[src/rtl/ram_read_stream_pkg.sv]
// Shared types, constants and the lane-merge helper for the ram_read_stream
// read front-end.
package ram_read_stream_pkg;

    // Response buffer depth; with one read in flight this covers the RAM's
    // single-cycle latency plus one cycle of consumer backpressure.
    localparam int BUF_DEPTH = 2;

    // Occupancy of the response buffer (0..BUF_DEPTH).
    typedef logic [1:0] count_t;

    // Upper bounds for the generic lane-merge helper. Callers zero-extend
    // their operands to these widths and truncate the result back.
    localparam int MERGE_MAX_DATA_W = 256;
    localparam int MERGE_MAX_MASK_W = 32;

    // Replace every lane of 'ram' whose mask bit is set with the matching
    // lane of 'wdata'. Lane 0 occupies the least significant lane_w bits.
    // The mask is walked by shifting so that every select uses a constant
    // bit position after loop unrolling.
    function automatic logic [MERGE_MAX_DATA_W-1:0] merge_lanes(
        input logic [MERGE_MAX_DATA_W-1:0] ram,
        input logic [MERGE_MAX_DATA_W-1:0] wdata,
        input logic [MERGE_MAX_MASK_W-1:0] mask,
        input int                          lane_w
    );
        logic [MERGE_MAX_DATA_W-1:0] res;
        logic [MERGE_MAX_MASK_W-1:0] lane_mask;
        int                          pos;
        res       = ram;
        lane_mask = mask;
        pos       = 0;
        for (int b = 0; b < MERGE_MAX_DATA_W; b++) begin
            if (lane_mask[0]) begin
                res[b] = wdata[b];
            end
            pos = pos + 1;
            if (pos == lane_w) begin
                lane_mask = lane_mask >> 1;
                pos       = 0;
            end
        end
        return res;
    endfunction

endpackage

[src/rtl/ram_read_stream_fwd.sv]
// Write-to-read forwarding for ram_read_stream. Compares the snooped RAM
// write against the read being issued, remembers hit/mask/data for one
// cycle, and merges the written lanes over the RAM read data when that read
// returns. Only instantiated when RAM_READ_STREAM_FORWARD_EN is defined.
module ram_read_stream_fwd
    import ram_read_stream_pkg::*;
#(
    parameter int ADDR_WIDTH = 10,
    parameter int DATA_WIDTH = 32,
    parameter int MASK_WIDTH = 4
) (
    input  logic                  clk,
    input  logic                  reset_n,
    input  logic                  fire,
    input  logic [ADDR_WIDTH-1:0] req_addr,
    input  logic                  snoop_wr_en,
    input  logic [MASK_WIDTH-1:0] snoop_wr_mask,
    input  logic [ADDR_WIDTH-1:0] snoop_wr_addr,
    input  logic [DATA_WIDTH-1:0] snoop_wr_data,
    input  logic [DATA_WIDTH-1:0] ram_rd_data,
    output logic [DATA_WIDTH-1:0] merged
);

    localparam int LANE_W = DATA_WIDTH / MASK_WIDTH;

    logic                  hit;
    logic [MASK_WIDTH-1:0] hit_mask;
    logic [DATA_WIDTH-1:0] hit_data;

    // Hit flag: only a write in the very cycle the read is issued collides;
    // later writes are ordered after the read and must not be merged.
    always_ff @(posedge clk or negedge reset_n) begin
        if (!reset_n) begin
            hit <= 1'b0;
        end else begin
            hit <= fire && snoop_wr_en && (snoop_wr_addr == req_addr);
        end
    end

    // Mask and data payload of the colliding write; qualified by hit, so
    // no reset is needed.
    always_ff @(posedge clk) begin
        if (fire) begin
            hit_mask <= snoop_wr_mask;
            hit_data <= snoop_wr_data;
        end
    end

    assign merged = hit
        ? DATA_WIDTH'(merge_lanes(MERGE_MAX_DATA_W'(ram_rd_data),
                                  MERGE_MAX_DATA_W'(hit_data),
                                  MERGE_MAX_MASK_W'(hit_mask),
                                  LANE_W))
        : ram_rd_data;

endmodule

[src/rtl/ram_read_stream.sv]
// Valid/ready read front-end for a single-cycle-latency synchronous RAM read
// port. Requests become rd_en/rd_addr pulses; read data returning one cycle
// later is either handed straight to the consumer or parked in a 2-entry
// response buffer so backpressure never drops a word.
// Optional feature: define RAM_READ_STREAM_FORWARD_EN to merge same-cycle
// write data into colliding reads.
module ram_read_stream
    import ram_read_stream_pkg::*;
#(
    parameter int ADDR_WIDTH = 10,
    parameter int DATA_WIDTH = 32,
    parameter int MASK_WIDTH = 4
) (
    input  logic                  clk,
    input  logic                  reset_n,
    input  logic                  flush,
    input  logic                  req_valid,
    output logic                  req_ready,
    input  logic [ADDR_WIDTH-1:0] req_addr,
    output logic                  rsp_valid,
    input  logic                  rsp_ready,
    output logic [DATA_WIDTH-1:0] rsp_data,
    output logic                  ram_rd_en,
    output logic [ADDR_WIDTH-1:0] ram_rd_addr,
    input  logic [DATA_WIDTH-1:0] ram_rd_data,
    input  logic                  snoop_wr_en,
    input  logic [MASK_WIDTH-1:0] snoop_wr_mask,
    input  logic [ADDR_WIDTH-1:0] snoop_wr_addr,
    input  logic [DATA_WIDTH-1:0] snoop_wr_data
);

    count_t                count;
    logic                  inflight;
    logic                  rd_ptr;
    logic                  wr_ptr;
    logic [DATA_WIDTH-1:0] buf_mem [BUF_DEPTH];

    logic                  fire;
    logic                  pop;
    logic                  pop_buf;
    logic                  push;
    logic [2:0]            occupancy;
    logic [DATA_WIDTH-1:0] cap_data;

`ifdef RAM_READ_STREAM_FORWARD_EN
    ram_read_stream_fwd #(
        .ADDR_WIDTH (ADDR_WIDTH),
        .DATA_WIDTH (DATA_WIDTH),
        .MASK_WIDTH (MASK_WIDTH)
    ) u_fwd (
        .clk           (clk),
        .reset_n       (reset_n),
        .fire          (fire),
        .req_addr      (req_addr),
        .snoop_wr_en   (snoop_wr_en),
        .snoop_wr_mask (snoop_wr_mask),
        .snoop_wr_addr (snoop_wr_addr),
        .snoop_wr_data (snoop_wr_data),
        .ram_rd_data   (ram_rd_data),
        .merged        (cap_data)
    );
`else
    // Without forwarding the snoop port is intentionally ignored; colliding
    // lanes simply return whatever the RAM produced.
    logic unused_snoop;
    assign unused_snoop = ^{snoop_wr_en, snoop_wr_mask, snoop_wr_addr, snoop_wr_data};
    assign cap_data     = ram_rd_data;
`endif

    // A response is available from the buffer or from the read returning now.
    assign rsp_valid = (count != 2'd0) || inflight;
    assign rsp_data  = (count != 2'd0) ? buf_mem[rd_ptr] : cap_data;
    assign pop       = rsp_valid && rsp_ready;
    assign pop_buf   = pop && (count != 2'd0);

    // The returning word is parked unless the consumer takes it on the
    // bypass path this very cycle.
    assign push = inflight && !((count == 2'd0) && pop);

    // Slots committed after this edge; counting this cycle's pop lets a new
    // request in every cycle while the consumer keeps up.
    assign occupancy = 3'(count) + 3'(inflight) - 3'(pop);
    assign req_ready = !flush && (occupancy < 3'(BUF_DEPTH));

    assign fire        = req_valid && req_ready;
    assign ram_rd_en   = fire;
    assign ram_rd_addr = req_addr;

    // Control state: occupancy, in-flight flag and ring pointers.
    always_ff @(posedge clk or negedge reset_n) begin
        if (!reset_n) begin
            count    <= '0;
            inflight <= 1'b0;
            rd_ptr   <= 1'b0;
            wr_ptr   <= 1'b0;
        end else if (flush) begin
            count    <= '0;
            inflight <= 1'b0;
            rd_ptr   <= 1'b0;
            wr_ptr   <= 1'b0;
        end else begin
            inflight <= fire;
            if (push) begin
                wr_ptr <= ~wr_ptr;
            end
            if (pop_buf) begin
                rd_ptr <= ~rd_ptr;
            end
            count <= count + count_t'(push) - count_t'(pop_buf);
        end
    end

    // Buffer storage; contents are meaningful only while counted, so no reset.
    always_ff @(posedge clk) begin
        if (push) begin
            buf_mem[wr_ptr] <= cap_data;
        end
    end

endmodule

[config.mk]
export PLATFORM = sky130hd
export DESIGN_NAME = ram_read_stream
export DESIGN_NICKNAME = d
export VERILOG_FILES = /design/src/rtl/ram_read_stream_pkg.sv /design/src/rtl/ram_read_stream_fwd.sv /design/src/rtl/ram_read_stream.sv
export SDC_FILE = /design/constraint.sdc
export NUM_CORES = 1
export LEC_CHECK = 0
export ABC_CLOCK_PERIOD_IN_PS = 3950
export CORE_MARGIN = 2
export CORE_UTILIZATION = 43
export DETAILED_ROUTE_END_ITERATION = 8
export GPL_TIMING_DRIVEN = 0
export PLACE_DENSITY = 0.84
export SYNTH_ARGS = -nofsm -noshare
export SYNTH_HDL_FRONTEND = slang
export SYNTH_SLANG_ARGS = --single-unit
[constraint.sdc]
create_clock -name clk -period 3.95 [get_ports clk]
set_input_delay 1.185 -clock clk [delete_from_list [all_inputs] [get_ports clk]]
set_output_delay 1.185 -clock clk [all_outputs]
set_load 0.02 [all_outputs]
==> flow_summary_export.csv <==
group,metric,value,unit
status,status,"complete, but fails checks",
status,violations,"setup timing",
floorplanning,die_y,91.4,um
synth,syn_area_per_cell,15.2,um2
floorplanning,pin_count,139,
finish,finalNonFillerCells,414,
synth,synth_top_area_frac,0.584,
finish,nFillCells,563,
worst_setup_path,critPathSlowestCell,"fa_2",
timing,rsz0062_at_grt,"yes",
flow_run,maxCapViolCount,0,
routing,drtAntennaViolNets,0,
worst_setup_path,critical_path_arrival,2.79,ns
timing,slew_violations,0,
worst_setup_path,required,2.76,ns
clocking,worstSkewPairLatency,0.34,ns
placement,dp_cells,396,
synth,synthTopCellsByArea,"edfxtp_1 58%, mux2i_1 9.7%, a21oi_2 8.5%",
routing,via_per_inst,4.84,
synth,synth.distinct_cells,25,
timing,fin_skew,0.00386,ns
placement,gp_congestion,0.700,
routing,drt_iter0_markers,59,
floorplanning,start_util,0.449,
routing,route.detailed.drc,0,
global_routing,antenna_found_initial,0,
timing,tns,-0.0283,ns
floorplanning,core-area,7330,um2
clocking,cts_max_path_buffers,2,
floorplanning,rows,31,
synth,ys_seq_area_frac,0.623,
global_routing,grt_overflow_total,0,
timing,max_slew_margin,0.337,
synth,async_flop_share,0.0725,
clocking,clock_sinks,69,
power,power.density,857,nW/um2
finish,nets,409,
worst_setup_path,cp-start-kind,"input pin",
finish,diodes,0,
synth,netlist_instances,216,
timing,period_needed,3.98,ns
clocking,cts_made_buffers,9,
timing,worst_pin_slew,0.992,ns
clocking,clk_pin_slew,0.07,ns
power,irDropWorstVdd,0.535,mV
finish,mostFrequentLayoutCells,"78 x clkdlybuf4s50_1, 64 x edfxtp_1, 32 x mux2i_1, 32 x a21oi_2, 25 x nor2_2",
synth,syn-cell-area,3290,um2
synth,synth-edff-count,64,
timing,finalSetupViolCount,1,
routing,vias,2005,
routing,avgRoutedWirePerCell,15.3,um
global_routing,grt_usage,0.159,
worst_setup_path,path_class,"in2out",
placement,dp_hpwl,4.17,mm
global_routing,grt_first_pass_wirelength,10.1,mm
finish,final_common_cell,"clkdlybuf4s50_1",
clocking,root_buffer,"clkbuf_8",
routing,routed_wirelength,6.33,mm
clocking,cts_tree,"built",
floorplanning,fp.dieArea,8360,um2
synth,synth_warnings,0,
timing,maxClockFrequency,251,MHz
placement,pre_cts_ws,-0.994,ns
synth,synth.net_count,314,
timing,timing_hold_violations_final,0,
finish,area_delta_synth_final,37.6,%
power,power_leakage,1.55,nW
floorplanning,die_w,91.4,um
synth,synth.largest_area_cell,"edfxtp_1",
finish,drive_gt1_frac,0.359,
timing,fin_crit_sh,1.01,
global_routing,grt_pass1_vias,2136,
worst_setup_path,path_cells,"buf_6 > and2_4 > ha_4 > nand2b_4 > fa_2 > xor2_1 > nor3b_2 > and2_4 > buf_6",
global_routing,grt_max_degree,33,
worst_setup_path,worst-path-max-fanout,3,
clocking,htree_levels,3,
synth,synthFlopType,"edfxtp_1",
timing,fin_ws,-0.0283,ns
worst_setup_path,endpoint_kind,"output pin",
placement,io_buffers,81,
worst_setup_path,critical_path.max_stage_delay,0.33,ns
synth,ys_ff_latch,69,
worst_hold_path,hp-class,"reg2reg",
routing,dr.pass1.iters,4,
==> cell type report <==
type	count	area (um2)	area share
Clock inverter	6	103	0.0227
Sequential cell	69	2050	0.453
Multi-Input combinational cell	121	1060	0.234
Buffer	21	215	0.0476
Inverter	5	18.8	0.00415
Clock buffer	9	124	0.0274
Tap cell	99	124	0.0274
Timing Repair Buffer	84	831	0.184
==> state kept, by name, summed over array words and instances, names as in the netlist <==
signal	flops
buf_mem	64
count	2
inflight	1
rd_ptr	1
wr_ptr	1
==> layer usage <==
metal | global-route usage | up-vias | part of all wire
met5 | 0 | - | 0
met4 | 0.0758 | 0 | 0.017
met3 | 0.0332 | 10 | 0.044
met2 | 0.276 | 68 | 0.52
met1 | 0.188 | 973 | 0.42
li1 | - | 954 | -
==> worst paths after layout <==
check,from,end,slack (ns),cells past startpoint
worst max-delay path,rsp_ready,ram_rd_en,-0.03,9
worst min-delay path,wr_ptr,wr_ptr,0.68,2
worst max register to register,count[0],inflight,1.53,9
worst min register to register,wr_ptr,wr_ptr,0.68,2
max in group asynchronous,reset_n,count[0],2.67,1
min in group asynchronous,reset_n,inflight,1.06,1
==> cells in the mapped netlist, types with 2 or more instances <==
master	instances
inv_1	5
buf_4	12
dfrtp_1	5
nor2_1	10
nor2_2	25
ha_1	3
buf_8	6
a21oi_2	32
edfxtp_1	64
xor2_1	3
and2_1	3
nor2_4	3
clkbuf_4	2
mux2i_1	32
==> timing repair <==
item	in CTS	in global routing
pin swaps	4	1
setup endpoints to repair	2	2
resized for setup	15	3
hold buffers	0	0
buffers inserted	1	2
==> metrics by stage <==
stage	utilization	power [mW]	hold WS [ns]	cell area, um2
floorplan	-	2.44	0.597	3320
global placement	0.580	3.18	0.608	4260
detailed placement	0.583	3.22	0.664	4270
CTS	0.614	3.89	0.680	4500
global route	0.617	4.09	0.723	4520
finish	0.617	3.88	0.675	4520
==> power by group <==
part,switching (mW),internal (mW)
registers,0.0471,0.925
logic,1.19,1.05
clock network,0.256,0.410
total,1.49,2.39
==> cells by family (layout without fill, tap and decap cells) <==
group | after synthesis | in the layout | share of synthesized area
adder cells (fa/ha/maj) | 4 | 4 | 0.0175
AND/OR/NAND/NOR | 46 | 46 | 0.0856
flip-flops | 69 | 69 | 0.623
buffers and inverters | 26 | 125 | 0.0712
XOR/XNOR | 4 | 4 | 0.0107
AO/OA/AOI/OAI | 34 | 34 | 0.0917
multiplexers | 33 | 33 | 0.101
==> worst max-delay path: cells and delay by family <==
family	cells	cell delay (ns)
AND/OR/NAND/NOR	4	0.69
buffers and inverters	2	0.20
adder cells (fa/ha/maj)	2	0.53
XOR/XNOR	1	0.17
No activity file was read; power rests on OpenSTA's default activity.
==> RTL change 1 (config.mk and constraints unchanged) <==
The parameter `DATA_WIDTH` goes from 32 to 64.
--- a/src/rtl/ram_read_stream.sv
+++ b/src/rtl/ram_read_stream.sv
@@ -8,7 +8,7 @@
     import ram_read_stream_pkg::*;
 #(
     parameter int ADDR_WIDTH = 10,
-    parameter int DATA_WIDTH = 32,
+    parameter int DATA_WIDTH = 64,
     parameter int MASK_WIDTH = 4
 ) (
     input  logic                  clk,
Interface: changed (resized ram_rd_data, rsp_data and snoop_wr_data); port bits go from 139 to 235. No check against the original RTL was run, so the function may have changed too.
==> RTL change 1 against the original RTL <==
The run still ends with negative setup slack left. First-iteration DRC count rose to 4.4 times the old value. Sequential power increased by 89%. Setup slack improved by 12 ps. Design area grew 77%. Routed wire length grew 97%. Via count grew 85%. Total power rose by 75%. Synthesized cell count increased by 79%. Synthesized area increased by 71%. Utilization up 1.4 points. Sequential cell count grew 64. Clock skew barely moved. Count of clock-buffer cells in the layout grew 12. Largest cell class unchanged.
==> RTL change 1: results (changes against the original RTL) <==
logic_synthesis:
  synth_commonest_cells: "128 x edfxtp_1, 65 x nand2_1, 64 x mux2i_1, 49 x o21ai_1, 16 x o21ai_0"
  ys_types: 26  # +4.0%
  synthesis.nets: 549  # +75%
  ys_seq_area_share_pct: 70.58  # +8.3 points
  synth_area_leaders: "edfxtp_1 68%, mux2i_1 11%, o21ai_1 4.4%"
  synth_compound_area_share_pct: 6.164  # -3.0 points
  yosysTopAreaCellShare_pct: 68.36  # +9.9 points
  async_flop_share_pct: 3.759  # -3.5 points
  synth-adder-area-share_pct: 1.024  # -0.73 points
  synth_edf_count: 128  # +100%
  synth_xor_area_share_pct: 0.6231  # -0.44 points
placement:
  hpwl_um: 8548  # +100%
  port_buffers: 145  # +79%
  gp_congestion: 0.7794  # +11%
sta:
  final-setup-viol-count: 1  # unchanged
  final.setup.worst_slack_ps: -16.38  # +11.90 ps
  fin_setup_tns_ps: -16.38  # +11.90 ps
  relSlewSlack_pct: 31.69  # -2.0 points
  fin_skew_ps: 4.299  # +0.4373 ps
finish:
  reg_top3: "buf_mem x128, count x2"
  nFillCells: 947  # +68%
  layout-drive-gt1-share_pct: 12.85  # -23 points
  num-nets-final: 717  # +75%
detailed_routing:
  m1WireLength_um: 5267  # +100%
  routed_wl_um: 12480  # +97%
  first_iter_violations: 261  # +340%
  wl_met2_um: 6459  # +95%
  wl_met3_um: 566  # +100%
global_routing:
  grtUsageMet3_pct: 4.392  # +1.1 points
  use_met2_pct: 31.47  # +3.9 points
  grt_pass1_wl_um: 19950  # +98%
  met1_usage_pct: 22.20  # +3.4 points
  grt_max_degree: 34  # +3.0%
  track_usage_pct: 18.22  # +2.3 points
  grt_pass1_vias: 3878  # +82%
clocking:
  clkTransAtPathRegs_ps: 50  # -20 ps
  numCtsBuffers: 17  # +8
  clock-root-buffer: "clkbuf_16"
  cts_htree_levels: 4  # +1
  worstSkewPairLatency_ps: 400  # +60 ps
floorplanning:
  die_x_um: 118.4  # +29%
worst_setup_path:
  crit_family: "adder cells"
  critPathArrivalTime_ps: 2780  # about the same
  rr_startpoint: "count[1]"
status:
  status: "finished with violations"
  violations: "negative setup slack"
pwr:
  vdd_drop_max_uv: 528.6  # -1.3%
  p_leak_nw: 2.822  # +82%
[RTL change 1: changes by cell type after synthesis, sizes merged]
cell | before | now
mux2i | 32 | 64
buf | 19 | 25
clkbuf | 2 | 6
and2 | 3 | 2
nor2 | 38 | 7
nand2 | 0 | 65
o21ai | 2 | 66
edfxtp | 64 | 128
or3 | 1 | 0
a21oi | 32 | 1
[RTL change 1: power breakdown]
part	internal (mW)	switching, mW	total, mW
Sequential	1.77	0.0709	1.84
Clock	0.983	0.544	1.53
Combinational	1.53	1.89	3.42
[RTL change 1: worst min-delay path by stage]
stage,from,end,cells past startpoint
after floorplan,wr_ptr,wr_ptr,2
after global placement,wr_ptr,wr_ptr,2
after detailed placement,wr_ptr,buf_mem[0][8],1
after CTS,wr_ptr,buf_mem[0][5],1
after global routing,wr_ptr,buf_mem[0][5],1
final,wr_ptr,buf_mem[0][4],1
[RTL change 1: cell type report]
class	count	area share, %
Inverter	5	0.3911
Multi-Input combinational cell	218	18.13
Sequential cell	133	49.63
Timing Repair Buffer	150	19.16
Buffer	30	2.816
Tap cell	172	2.690
Clock inverter	11	1.674
Clock buffer	21	5.506
[RTL change 1: timing repair]
action / in CTS / in global routing
hold endpoints to repair: 0 / 0
pin swaps: 5 / 0
setup buffers: 2 / 0
setup endpoints to repair: 2 / 2
resized for setup: 23 / 0
[RTL change 1: metrics by stage]
stage	std cells	hold WS, ps	utilization (%)	total power [mW]	setup slack (ps)
floorplan	387	628.2	-	3.795	-509.7
global placement	704	643.8	57.76	5.200	-2548
detailed placement	707	677.8	58.35	5.286	-1159
CTS	740	690.5	63.13	6.864	-28.07
global route	740	734.8	63.13	7.141	-115.7
finish	740	697.9	63.13	6.788	-16.38
==> RTL change 2 (same flow settings) <==
Without the edit above. Make the reset (`reset_n`) synchronous in one clocked block.
--- a/src/rtl/ram_read_stream.sv
+++ b/src/rtl/ram_read_stream.sv
@@ -87,7 +87,7 @@
     assign ram_rd_addr = req_addr;
 
     // Control state: occupancy, in-flight flag and ring pointers.
-    always_ff @(posedge clk or negedge reset_n) begin
+    always_ff @(posedge clk) begin
         if (!reset_n) begin
             count    <= '0;
             inflight <= 1'b0;
Function: differs if reset_n is asserted again (counterexample within 4 cycles, from zero or initial values and one cycle with reset_n low); with reset_n held inactive, the same outputs for 10 cycles.
==> RTL change 2 against the original RTL <==
The flow still finishes with violations (negative setup slack). Clock skew is 5.2 ps higher. Critical path type unchanged. Via count fell by 1.4%. Setup slack improved by 21 ps. Sequential cell count rose by 1. Routed wire length fell by 5.0%. Synthesized area shrank 0.95%. Fmax increased by 0.54%. Design area down 0.72%.
Power is not compared: it rests on default switching activity, and its combinational part moved more than twofold at a synthesized area within 25%.
==> RTL change 2: results (changes against the original RTL) <==
status:
  status: "finished with violations"
  violations: "negative setup slack"
detailed_routing:
  vias_per_cell: 4.707  # -2.8%
  wire_per_inst_um: 14.33  # -6.3%
  first_iter_violations: 49  # -17%
  dr.pass1.iters: 4  # unchanged
logic_synthesis:
  ys_seq_area_share_pct: 62.70  # +0.44 points
  synth_area_leaders: "edfxtp_1 59%, mux2i_1 9.8%, a21oi_2 8.6%"
  async_flop_share_pct: 0  # -7.2 points
  synth_commonest_cells: "64 x edfxtp_1, 32 x a21oi_2, 32 x mux2i_1, 28 x nor2_2, 10 x buf_4"
  synthesis.nets: 319  # +1.6%
  yosys_warnings: 0  # unchanged
  ys_types: 25  # unchanged
  yosys_most_used_dff: "edfxtp_1"
  synth_edf_count: 64  # unchanged
global_routing:
  grt_pass1_wl_um: 9818  # -2.7%
  grt_pass1_vias: 2000  # -6.4%
  track_usage_pct: 15.45  # -0.47 points
  antenna_found_initial: 0  # unchanged
  grt_max_degree: 33  # unchanged
finish:
  nFillCells: 592  # +5.2%
  reg_top3: "buf_mem x64, count x2"
  insertedDiodeCount: 0  # unchanged
  layout-drive-gt1-share_pct: 33.33  # -2.5 points
  num-nets-final: 414  # +1.2%
placement:
  port_buffers: 81  # unchanged
  gp_congestion: 0.7281  # +4.0%
  hpwl_um: 4146  # -0.59%
  place_ws_ps: -934.3  # +60.08 ps
pwr:
  p_leak_nw: 1.507
  power_switching_uw: 334.4
  vdd_drop_max_uv: 194.9
clocking:
  numCtsBuffers: 9  # unchanged
  cts_buffer_depth: 2  # unchanged
  clock-root-buffer: "clkbuf_8"
  worstSkewPairLatency_ps: 340  # about the same
  clkTransAtPathRegs_ps: 60
  cts_htree_levels: 3  # unchanged
sta:
  maxSlewViolCount: 0  # unchanged
  fin_setup_tns_ps: -7.006  # +21.28 ps
  final.setup.worst_slack_ps: -7.006  # +21.28 ps
  worstMarginPinSlew_ps: 717.5  # -274.9 ps
  fin_skew_ps: 9.087  # +5.225 ps
  final-setup-viol-count: 1  # unchanged
worst_setup_path:
  critPathArrivalTime_ps: 2770  # -20 ps
  cp_max_fo: 3  # unchanged
min_path:
  min_path_type: "register to register"
RTL change 2: changes by cell type in the layout (fill, tap and decap cells not counted), sizes merged, moves of 2 or more:
cell / change
dfxtp: +6
dfrtp: -5
clkbuf: +3
nand2b: +2
RTL change 2: power groups by stage:
stage,clock [mW],combinational [mW],sequential [mW]
floorplan,0,0.0926,0.830
global placement,0,0.195,0.830
detailed placement,0,0.198,0.830
CTS,0.611,0.199,0.814
global route,0.641,0.211,0.814
finish,0.595,0.198,0.814
RTL change 2: final timing paths:
path         startpoint         to  slack, ps  cells past startpoint
max           rsp_ready  ram_rd_en         -7                      9
min              wr_ptr     wr_ptr        500                      2
max reg2reg    count[0]   inflight       1700                      8
min reg2reg      wr_ptr     wr_ptr        500                      2
RTL change 2: logic make-up after synthesis:
group | count (synthesis) | synth area share, %
multiplexers | 32 | 9.835
adder cells (fa/ha/maj) | 4 | 1.767
AO/OA/AOI/OAI | 35 | 9.066
AND/OR/NAND/NOR | 50 | 9.220
flip-flops | 70 | 62.70
XOR/XNOR | 3 | 0.8069
buffers and inverters | 27 | 6.607
RTL change 2: layout make-up:
class	instances	area [um2]	area share (%)
Sequential cell	70	2042	45.46
Multi-Input combinational cell	124	1035	23.04
Timing Repair Buffer	84	870.8	19.39
Buffer	21	192.7	4.290
Clock buffer	11	131.4	2.925
Tap cell	99	123.9	2.758
Clock inverter	5	73.82	1.643
Inverter	6	22.52	0.5014
RTL change 2: metal layers:
metal / global-route usage [%] / up-vias / share of wire (%)
met5: 0 / - / 0
met4: 5.934 / 0 / 1.5
met3: 4.896 / 8 / 4.8
met2: 26.05 / 53 / 51
met1: 18.46 / 936 / 43
li1: - / 980 / -
RTL change 2: what timing repair did:
item / CTS / global route
pin swaps: 5 / 0
endpoints found under the setup margin: 2 / 1
resized for setup: 15 / 0
buffers inserted: 1 / 0
RTL change 2: per-stage QoR:
step	cells	hold slack (ps)	power [mW]	area, um2
5_1_grt	420	541.1	1.665	4492
3_3_place_gp	401	471.8	1.025	4219
2_1_floorplan	221	462.7	0.9226	3284
4_1_cts	419	506.1	1.624	4464
6_report	420	499.6	1.607	4492
3_5_place_dp	402	491.5	1.028	4254
RTL change 2: critical path: stages:
cell and delay, ps:
buf_6 90, and2_4 150, ha_4 200, nand2b_4 130
fa_2 330, xor2_1 170, nor3b_2 230, and2_4 180
buf_6 110
